[src/rtl/jk_ff_bank.sv]
// rtl/jk_ff_bank.sv - bank of JK/D/T flip-flops with a shared mode and a whole-word up/down counter mode
module jk_ff_bank #(
    parameter int               WIDTH       = 8,
    parameter logic [WIDTH-1:0] RESET_VALUE = '0
) (
    input  logic             clk,
    input  logic             reset,
    input  logic             en,
    input  logic [1:0]       mode,
    input  logic [WIDTH-1:0] j,
    input  logic [WIDTH-1:0] k,
    input  logic             up,
    output logic [WIDTH-1:0] q,
    output logic [WIDTH-1:0] qbar,
    output logic             carry,
    output logic             changed
);

    localparam logic [1:0] MODE_JK    = 2'b00;
    localparam logic [1:0] MODE_D     = 2'b01;
    localparam logic [1:0] MODE_T     = 2'b10;
    localparam logic [1:0] MODE_COUNT = 2'b11;

    logic [WIDTH-1:0] next_q;
    logic             wrap;

    always_comb begin
        next_q = q;
        wrap   = 1'b0;
        case (mode)
            // Characteristic equation: set where J and q=0, keep where K=0 and q=1.
            MODE_JK: next_q = (j & ~q) | (~k & q);
            MODE_D:  next_q = j;
            MODE_T:  next_q = q ^ j;
            MODE_COUNT: begin
                if (up) begin
                    next_q = q + WIDTH'(1);
                    wrap   = &q;
                end else begin
                    next_q = q - WIDTH'(1);
                    wrap   = ~|q;
                end
            end
            default: next_q = q;
        endcase
    end

    always_ff @(posedge clk or posedge reset) begin
        if (reset) begin
            q       <= RESET_VALUE;
            qbar    <= ~RESET_VALUE;
            carry   <= 1'b0;
            changed <= 1'b0;
        end else if (en) begin
            q       <= next_q;
            qbar    <= ~next_q;
            carry   <= wrap;
            changed <= (next_q != q);
        end else begin
            carry   <= 1'b0;
            changed <= 1'b0;
        end
    end

endmodule

[config.mk]
export PLATFORM = sky130hd
export DESIGN_NAME = jk_ff_bank
export DESIGN_NICKNAME = d
export VERILOG_FILES = /design/src/rtl/jk_ff_bank.sv
export SDC_FILE = /design/constraint.sdc
export NUM_CORES = 1
export LEC_CHECK = 0
export ABC_CLOCK_PERIOD_IN_PS = 2100
export BUFFER_PORTS_ARGS = -buffer_cell sky130_fd_sc_hd__buf_2
export CORE_ASPECT_RATIO = 0.8
export CORE_MARGIN = 5
export CORE_UTILIZATION = 48
export DETAILED_ROUTE_END_ITERATION = 10
export PLACE_DENSITY = 0.82
export SLEW_MARGIN = 20
export SYNTH_ARGS = -nofsm -noshare
export SYNTH_HDL_FRONTEND = slang
export SYNTH_SLANG_ARGS = --single-unit
export TNS_END_PERCENT = 20
[constraint.sdc]
create_clock -name clk -period 2.1 [get_ports clk]
set_input_delay 0.42 -clock clk [delete_from_list [all_inputs] [get_ports clk]]
set_output_delay 0.42 -clock clk [all_outputs]
set_load 0.02 [all_outputs]
==> results.json, run 1 <==
{
  "synth_ff_type": "dfrtp_1",
  "hold_violations": 0,
  "r2r_end": "changed$_DFF_PP0_",
  "wl_met3_um": 368,
  "nNetsFinal": 275,
  "r2r_start": "q[0]$_DFFE_PP0P_",
  "rsz0062_at_grt": "true",
  "finalSetupViolations": 0,
  "cts_sinks": 18,
  "first_pass_iters": 6,
  "crit_chain": "inv_2 > fa_2 > xnor2_1 > a211oi_1 > a41oi_1 > nor3_2 > o21ai_1 > o31a_1",
  "min_period_over_period": 0.9999,
  "path_class": "register to register",
  "drc": 0,
  "grt_pass1_wl_mm": 7.734,
  "worst_pin_slew_ns": 0.6835,
  "cts-htree-levels": 1,
  "drv_cap": 0,
  "rows": 19,
  "num_vias": 1695,
  "setup_slack_ns": 0.0002920,
  "clock_skew_ns": 0.001851,
  "reg2reg_slack_ns": 0.0003,
  "grt_max_degree": 23,
  "slew_headroom": 0.5438,
  "avgSynthCellArea_um2": 8.732,
  "drv_slew": 0,
  "first_global_vias": 1626,
  "post-place-ws_ns": -0.4309,
  "ff2ff_path_depth": 8,
  "post_cts_buffers": 0,
  "syn_nets": 216,
  "drt-met1-wl_mm": 2.068,
  "max_freq_mhz": 476.3,
  "ys_ff_latch": 18,
  "coreArea_um2": 3352,
  "grt_usage": 0.2095,
  "antenna_found_initial": 0,
  "cts.path.max_buffers": 2,
  "ios": 40,
  "layout_commonest_cell": "buf_2",
  "worst_skew_pair.late_latency_ns": 0.25,
  "cp-start-kind": "register",
  "n_antenna_cell": 0,
  "ys_async_sr_fraction": 1.000,
  "synth_warnings": 0,
  "post-route-util": 0.6491,
  "p_leak_nw": 0.9547,
  "highest_layer": "met4",
  "drive_gt1_frac": 0.4408,
  "initialDrtViolationCount": 120,
  "cts_buffers": 3,
  "port_buffers": 39,
  "dp.final_hpwl_mm": 3.626,
  "cts_tree": "built",
  "overflow": 0,
  "ant_nets": 0,
  "path_clk_slew_ns": 0.07,
  "crit_slowest_cell": "fa_2",
  "wire_per_inst_um": 16.57,
  "holdCritPathClass": "input port to async pin",
  "vdd_drop_max_mv": 0.4908,
  "yosysSeqAreaShare": 0.2820,
  "critPathArrivalTime_ns": 2.24,
  "place_congestion": 0.8686,
  "period_minus_slack_ns": 2.100,
  "die_h_um": 62.17,
  "syn_to_final_growth_pct": 33.26,
  "powerDensity_nw_per_um2": 808.5,
  "crit_path_end_kind": "register",
  "met2_length_mm": 2.269,
  "syn-cell-area_um2": 1633,
  "synth.distinct_cells": 58,
  "crit_fanout": 3,
  "outcome": "complete, no violations",
  "layout_common_cells": "buf_2 (38), buf_4 (22), nor2_1 (16)",
  "fp.dieArea_um2": 4675,
  "clockRootBuffer": "clkbuf_8",
  "vias_per_cell": 5.906,
  "synth_edf_count": 0,
  "slowest_delay_ns": 0.44,
  "synth_cells": 187,
  "wirelength_mm": 4.757,
  "die_x_um": 75.21,
  "crit_required_ns": 2.24,
  "start_util": 0.4871
}
## metal layers
metal,vias up,global-route usage
met5,-,0
met4,0,0.03493
met3,8,0.04194
met2,68,0.3380
met1,809,0.2915
li1,810,-
## layout make-up
cell class | count | area [µm²]
inverters | 12 | 48.80
flip-flops and latches | 18 | 462.9
clock buffers | 4 | 55.05
well taps | 42 | 52.55
repair buffers | 63 | 389.1
multi-input cells | 148 | 1167
fillers | 285 | 1176
## cell usage after synthesis, types with 2 or more instances
| cell type | count | share of area |
|---|---|---|
| nand3_1 | 3 | 0.0092 |
| a21boi_1 | 2 | 0.0092 |
| nor3_1 | 5 | 0.015 |
| o21a_1 | 4 | 0.018 |
| o31a_1 | 2 | 0.011 |
| o211a_1 | 2 | 0.012 |
| nor4_1 | 2 | 0.0077 |
| nand4_1 | 2 | 0.0077 |
| a21boi_0 | 2 | 0.0092 |
| nor2_1 | 16 | 0.037 |
| nor2b_1 | 4 | 0.015 |
| a31oi_1 | 3 | 0.011 |
| mux2_2 | 5 | 0.034 |
| xnor2_1 | 5 | 0.027 |
| nor3b_1 | 2 | 0.0092 |
| buf_6 | 5 | 0.034 |
| nand2b_1 | 4 | 0.015 |
| mux2i_1 | 5 | 0.031 |
| a221oi_1 | 2 | 0.011 |
| a21oi_1 | 15 | 0.046 |
| inv_1 | 12 | 0.028 |
| ha_1 | 6 | 0.046 |
| dfstp_2 | 8 | 0.13 |
| dfrtp_1 | 10 | 0.15 |
| o21ai_0 | 14 | 0.043 |
| a211oi_1 | 6 | 0.028 |
| nand2_1 | 10 | 0.023 |
## flip-flops by register name, indices dropped and copies added (netlist names)
| register | count |
|---|---|
| carry | 1 |
| changed | 1 |
| q | 8 |
| qbar | 8 |
## stage by stage
stage / hold WS, ns / instances / cell area (µm²) / setup TNS, ns / power [mW]
2_1_floorplan: 0.3526 / 187 / 1677 / -0.1009 / 1.091
3_3_place_gp: 0.4596 / 283 / 2011 / -1.676 / 1.361
3_5_place_dp: 0.4731 / 283 / 2011 / -2.620 / 1.383
4_1_cts: 0.2744 / 287 / 2131 / 0 / 1.712
5_1_grt: 0.3176 / 287 / 2176 / -0.1711 / 1.887
6_report: 0.2617 / 287 / 2176 / 0 / 1.759
## report_power, final
group | switching (mW) | total [mW] | internal [mW]
logic | 0.521 | 0.973 | 0.452
clock network | 0.115 | 0.281 | 0.166
registers | 0.0671 | 0.505 | 0.437
total | 0.703 | 1.76 | 1.06
## how the worst max path moves through the flow
stage | start | to | slack, ns | cells after the start
floorplan | up | q[7]$_DFFE_PP0P_ | -0.06 | 8
global placement | up | q[7]$_DFFE_PP0P_ | -0.25 | 9
detailed placement | up | q[7]$_DFFE_PP0P_ | -0.43 | 9
CTS | up | changed$_DFF_PP0_ | 0.01 | 9
global route | q[1]$_DFFE_PP0P_ | changed$_DFF_PP0_ | -0.12 | 8
finish | q[0]$_DFFE_PP0P_ | changed$_DFF_PP0_ | 0.0003 | 8
## critical path, delay by kind of cell, from the launching register on
| kind | cells | cell delay, ns |
|---|---|---|
| AOI/OAI and AO/OA | 4 | 0.74 |
| adders and majority gates | 1 | 0.44 |
| DFF | 1 | 0.41 |
| and+or+nand+nor | 1 | 0.19 |
| xor gates and xnor gates | 1 | 0.14 |
| buffers and inverters | 1 | 0.08 |
## logic make-up after synthesis
logic type      after synthesis  share of synthesized area
flops                        18                     0.2820
xor+xnor                      6                    0.03218
fa+ha+maj                     7                    0.05824
mux                          11                    0.07433
compound gates               66                     0.2759
simple gates                 58                     0.1923
buf+inv                      21                    0.08504
## timing repair
action                                  in CTS  in global routing
gates resized for setup                     10                  9
endpoints found under the setup margin       3                  6
hold endpoints to repair                     0                  0
hold buffers                                 0                  0
pin swaps                                    7                 14
gates cloned                                 0                  0
No activity file was read; power rests on OpenSTA's default activity.
==> run 2, diff against run 1 <==
--- a/config.mk
+++ b/config.mk
@@ -5,13 +5,13 @@
 export SDC_FILE = /design/constraint.sdc
 export NUM_CORES = 1
 export LEC_CHECK = 0
-export ABC_CLOCK_PERIOD_IN_PS = 2100
+export ABC_CLOCK_PERIOD_IN_PS = 2700
 export BUFFER_PORTS_ARGS = -buffer_cell sky130_fd_sc_hd__buf_2
 export CORE_ASPECT_RATIO = 0.8
 export CORE_MARGIN = 5
-export CORE_UTILIZATION = 48
+export CORE_UTILIZATION = 55
 export DETAILED_ROUTE_END_ITERATION = 10
-export PLACE_DENSITY = 0.82
+export PLACE_DENSITY = 0.88
 export SLEW_MARGIN = 20
 export SYNTH_ARGS = -nofsm -noshare
 export SYNTH_HDL_FRONTEND = slang
==> constraint.sdc (replaced) <==
create_clock -name clk -period 2.7 [get_ports clk]
set_input_delay 0.54 -clock clk [delete_from_list [all_inputs] [get_ports clk]]
set_output_delay 0.54 -clock clk [all_outputs]
set_load 0.02 [all_outputs]
==> run 2 against run 1 <==
Cell count is 8.0% lower. First-iteration DRC count is 26% higher. Sequential share of layout area is 3.3 points higher. Register-to-register slack better by 0.47 ns. Non-clock buffer count is 19 lower. Sequential power is 22% lower. Highest routed layer unchanged. Wire length is 9.5% lower. Total power is 31% lower. Via count is 5.7% lower. Critical path depth is 1 higher.
==> results.json, run 2 (synthesized netlist as in run 1, its figures left out) <==
{
  "outcome": "complete, no violations",
  "slew_headroom": 0.5574,
  "rsz0062_at_grt": "false",
  "finalSetupViolations": 0,
  "cp-start-kind": "input port",
  "crit_required_ns": 2.85,
  "ios": 40,
  "n_antenna_cell": 0,
  "vias_per_cell": 6.053,
  "crit_chain": "buf_2 > inv_1 > ha_1 > nor2b_1 > o31a_1 > or2_2 > o211a_1 > xnor2_1 > o31a_1",
  "grt_max_degree": 25,
  "drc": 0,
  "dp.final_hpwl_mm": 3.297,
  "grt_usage": 0.2099,
  "ant_nets": 0,
  "die_h_um": 58.74,
  "fp.dieArea_um2": 4165,
  "clockRootBuffer": "clkbuf_8",
  "syn_to_final_growth_pct": 14.79,
  "path_clk_slew_ns": 0.07,
  "p_leak_nw": 0.8502,
  "layout_commonest_cell": "buf_2",
  "worst_hold_slack_ns": 0.3679,
  "post-place-cells": 260,
  "overflow": 0,
  "post-place-ws_ns": 0.09154,
  "cts.path.max_buffers": 2,
  "grt_pass1_wl_mm": 6.982,
  "clock_skew_ns": 0.001243,
  "period_minus_slack_ns": 2.350,
  "crit_slowest_cell": "ha_1",
  "num_vias": 1598,
  "first_pass_iters": 4,
  "post-route-util": 0.6676,
  "port_buffers": 39,
  "place_congestion": 1.019,
  "worst_pin_slew_ns": 0.6632,
  "cts_sinks": 18,
  "setup_slack_ns": 0.3504,
  "die_x_um": 70.92,
  "crit_path_end_kind": "register",
  "cts-htree-levels": 1,
  "min_period_over_period": 0.8702,
  "hold_violations": 0,
  "fill_cells": 239,
  "hold_buffers": 0,
  "cp_num_buf_inv": 2,
  "worst_skew_pair.late_latency_ns": 0.26,
  "antenna_found_initial": 0,
  "start_util": 0.5816,
  "post_cts_buffers": 0,
  "max_freq_mhz": 425.6,
  "layout_common_cells": "buf_2 (39), nor2_1 (16), a21oi_1 (15)",
  "drv_cap": 0,
  "holdCritPathClass": "input port to async pin",
  "crit_path_frequent_cell": "o31a_1",
  "path_class": "input port to register",
  "nNetsFinal": 256,
  "cts_tree": "built",
  "initialDrtViolationCount": 151,
  "wire_per_inst_um": 16.30,
  "reg_top3": "q x8, qbar x8",
  "first_global_vias": 1466,
  "vdd_drop_max_mv": 0.5512,
  "rows": 17,
  "drive_gt1_frac": 0.3053,
  "crit_fanout": 6,
  "coreArea_um2": 2808,
  "slowest_delay_ns": 0.34,
  "drv_slew": 0,
  "powerDensity_nw_per_um2": 646.1,
  "fin_cells": 264,
  "setup_tns_ns": 0,
  "wirelength_mm": 4.303,
  "multi_input_area_um2": 1033,
  "critPathArrivalTime_ns": 2.49,
  "cts_buffers": 3,
  "cp_top_family": "compound AO/OA/AOI/OAI gates",
  "cts-resized-gates": 0,
  "ff_latch_area_um2": 460.4
}
[run 2: cell count changes in the layout (fill, tap and decap cells not counted), moves of 2 or more]
cell | before | now
buf_4 | 22 | 5
ha_1 | 1 | 6
ha_4 | 5 | 0
buf_6 | 3 | 0
inv_1 | 9 | 12
a21oi_1 | 13 | 15
dfrtp_1 | 8 | 10
dfrtp_2 | 2 | 0
inv_2 | 2 | 0
[run 2: worst paths after layout]
check	start	endpoint	slack [ns]	depth (start not counted)
min in group clk	qbar[1]$_DFFE_PP1P_	qbar[1]$_DFFE_PP1P_	0.47	2
min reg2reg	qbar[1]$_DFFE_PP1P_	qbar[1]$_DFFE_PP1P_	0.47	2
max	up	changed$_DFF_PP0_	0.35	9
max reg2reg	q[4]$_DFFE_PP0P_	q[7]$_DFFE_PP0P_	0.47	7
max in group asynchronous	reset	q[1]$_DFFE_PP0P_	1.91	2
min	reset	q[0]$_DFFE_PP0P_	0.37	2
[run 2: final cells by class]
type	count	share of cell area
clock buffer	4	0.02937
tap	38	0.02537
sequential	18	0.2457
multi-input combinational	148	0.5514
inverter	12	0.02403
timing repair buffer	44	0.1242
[run 2: worst reg2reg max path, stage by stage, from the launching register on]
cell and delay, ns:
dfrtp_1 0.55, ha_1 0.36, and2_4 0.17, a221oi_2 0.24, a21boi_1 0.13, o21a_1 0.20
nor4b_1 0.35, nand4bb_1 0.18
[run 2: routing by layer]
| layer | part of all wire | routed length, µm | track usage |
|---|---|---|---|
| met1 | 0.46 | 1978 | 0.2989 |
| met2 | 0.44 | 1899 | 0.3263 |
| met3 | 0.078 | 335 | 0.02901 |
| met4 | 0.021 | 90 | 0.07507 |
| met5 | 0 | 0 | 0 |
[run 2: power breakdown]
part | internal (mW) | leakage [nW] | total, mW | switching, mW
clock network | 0.130 | 0.0288 | 0.220 | 0.0908
registers | 0.339 | 0.201 | 0.393 | 0.0540
logic | 0.251 | 0.620 | 0.597 | 0.346
total | 0.720 | 0.850 | 1.21 | 0.491
[run 2: metrics by stage]
stage	power, mW	instance area, µm²
final	1.211	1874
after floorplan	0.8211	1633
after detailed placement	0.9856	1819
after global placement	0.9738	1819
after CTS	1.211	1874
after global routing	1.294	1874
==> run 3, diff against run 2 <==
--- a/config.mk
+++ b/config.mk
@@ -9,9 +9,9 @@
 export BUFFER_PORTS_ARGS = -buffer_cell sky130_fd_sc_hd__buf_2
 export CORE_ASPECT_RATIO = 0.8
 export CORE_MARGIN = 5
-export CORE_UTILIZATION = 55
+export CORE_UTILIZATION = 25
 export DETAILED_ROUTE_END_ITERATION = 10
-export PLACE_DENSITY = 0.88
+export PLACE_DENSITY = 0.49
 export SLEW_MARGIN = 20
 export SYNTH_ARGS = -nofsm -noshare
 export SYNTH_HDL_FRONTEND = slang
==> run 3 against run 2 <==
Die area increased by 98%. Largest cell class unchanged. Flip-flop and latch count unchanged. Sequential power decreased by 2%. Worst hold slack improved by 0.029 ns. Combinational power increased by 3.5%. Cell count increased by 20%. Maximum frequency increased by 3.3%. Highest routed layer unchanged. Clock-buffer cell count unchanged.
==> results.json, run 3 (synthesized netlist as in run 1, its figures left out) <==
{
  "wirelength_mm": 5.089,
  "cts-htree-levels": 1,
  "finalSetupViolations": 0,
  "crit_required_ns": 2.85,
  "max_freq_mhz": 439.5,
  "crit_path_end_kind": "register",
  "post-route-util": 0.3112,
  "place_congestion": 0.8171,
  "reg2reg_slack_ns": 0.56,
  "min_period_over_period": 0.8427,
  "layout_commonest_cell": "buf_2",
  "rsz0062_at_grt": "false",
  "rows": 26,
  "ff2ff_path_depth": 7,
  "hold_buffers": 0,
  "post_cts_buffers": 0,
  "highest_layer": "met4",
  "first_global_vias": 1453,
  "crit_slowest_cell": "ha_1",
  "outcome": "complete, no violations",
  "n_antenna_cell": 0,
  "clockRootBuffer": "clkbuf_8",
  "met2_length_mm": 2.056,
  "die_x_um": 100.4,
  "start_util": 0.2561,
  "powerDensity_nw_per_um2": 625.1,
  "cts-resized-gates": 0,
  "wire_per_inst_um": 16.05,
  "coreArea_um2": 6376,
  "ios": 40,
  "grt_max_degree": 24,
  "reg_top3": "q x8, qbar x8",
  "period_minus_slack_ns": 2.275,
  "critPathArrivalTime_ns": 2.43,
  "cts_sinks": 18,
  "drive_gt1_frac": 0.3262,
  "drv_cap": 0,
  "r2r_start": "q[2]$_DFFE_PP0P_",
  "worst_skew_pair.late_latency_ns": 0.27,
  "crit_cells": 9,
  "wl_met3_um": 297,
  "nNetsFinal": 263,
  "grt_usage": 0.1252,
  "cts.path.max_buffers": 2,
  "ant_nets": 0,
  "setup_slack_ns": 0.4248,
  "holdCritPathClass": "input port to async pin",
  "worst_hold_slack_ns": 0.3971,
  "path_clk_slew_ns": 0.08,
  "first_pass_iters": 4,
  "crit_path_frequent_cell": "o31a_1",
  "worst_pin_slew_ns": 0.7579,
  "p_leak_nw": 0.8838,
  "overflow": 0,
  "setup_tns_ns": 0,
  "slew_headroom": 0.4942,
  "layout_common_cells": "buf_2 (39), nor2_1 (16), a21oi_1 (15)",
  "dp.final_hpwl_mm": 3.978,
  "vias_per_cell": 4.902,
  "die_h_um": 82.29,
  "vdd_drop_max_mv": 0.3126,
  "cts_tree": "built",
  "path_class": "input port to register",
  "clock_skew_ns": 0.001368,
  "fp.dieArea_um2": 8258,
  "slowest_delay_ns": 0.28,
  "drv_slew": 0,
  "cts_buffers": 3,
  "crit_fanout": 6,
  "post-place-ws_ns": 0.1659,
  "cp-startpoint": "up",
  "hold_violations": 0,
  "port_buffers": 39,
  "cp-start-kind": "input port",
  "drc": 0,
  "grt_pass1_wl_mm": 7.941,
  "initialDrtViolationCount": 102,
  "drt-met1-wl_mm": 2.692,
  "crit_chain": "buf_2 > inv_1 > ha_1 > nor2b_1 > o31a_1 > or2_2 > o211a_1 > xnor2_1 > o31a_1",
  "antenna_found_initial": 0,
  "syn_to_final_growth_pct": 21.53,
  "r2r_end": "changed$_DFF_PP0_",
  "cp_num_buf_inv": 2,
  "cp_top_family": "compound AO/OA/AOI/OAI gates",
  "num_vias": 1554,
  "worstSetupEndpoint": "changed$_DFF_PP0_"
}
[run 3: cell types whose count changed in the layout (fill, tap and decap cells not counted)]
cell,delta
buf_4,+7
[run 3: report_power, final]
| part | internal [mW] | switching (mW) | leakage, nW |
|---|---|---|---|
| registers | 0.339 | 0.0464 | 0.201 |
| logic | 0.262 | 0.357 | 0.654 |
| clock network | 0.130 | 0.106 | 0.0288 |
| total | 0.731 | 0.509 | 0.884 |
[run 3: worst register-to-register path, cell delays in order (launching register included)]
cell and delay (ns):
dfrtp_1 0.41, ha_1 0.29, nor2b_1 0.14, o31a_1 0.27
or2_2 0.28, o211a_1 0.27, xnor2_1 0.13, o31a_1 0.24
[run 3: metal layers]
metal / vias up / track usage
li1: 789 / -
met1: 723 / 0.1885
met2: 37 / 0.1786
met3: 5 / 0.03191
met4: 0 / 0.02423
met5: - / 0
[run 3: layout make-up]
type                    count  area, µm²
clock buffers               4      55.05
fillers                   719       4392
inverters                  12      45.04
multi-input cells         148       1033
flip-flops and latches     18      460.4
well taps                  84      105.1
repair buffers             51      285.3
[run 3: worst min-delay path by stage]
stage                                    from                   to  slack, ns  depth (start not counted)
after floorplan                         reset      carry$_DFF_PP0_       0.47                          1
after global placement    qbar[4]$_DFFE_PP1P_  qbar[4]$_DFFE_PP1P_       0.47                          2
after detailed placement  qbar[0]$_DFFE_PP1P_  qbar[0]$_DFFE_PP1P_       0.46                          2
after CTS                               reset      carry$_DFF_PP0_       0.41                          2
after global routing                    reset     q[6]$_DFFE_PP0P_       0.48                          2
final                                   reset     q[5]$_DFFE_PP0P_       0.40                          2
[run 3: stage by stage]
step	cells	area, µm²	total power [mW]
floorplan	187	1633	0.8211
global placement	313	1929	1.014
detailed placement	313	1929	1.011
CTS	317	1984	1.251
global route	317	1984	1.332
finish	317	1984	1.241
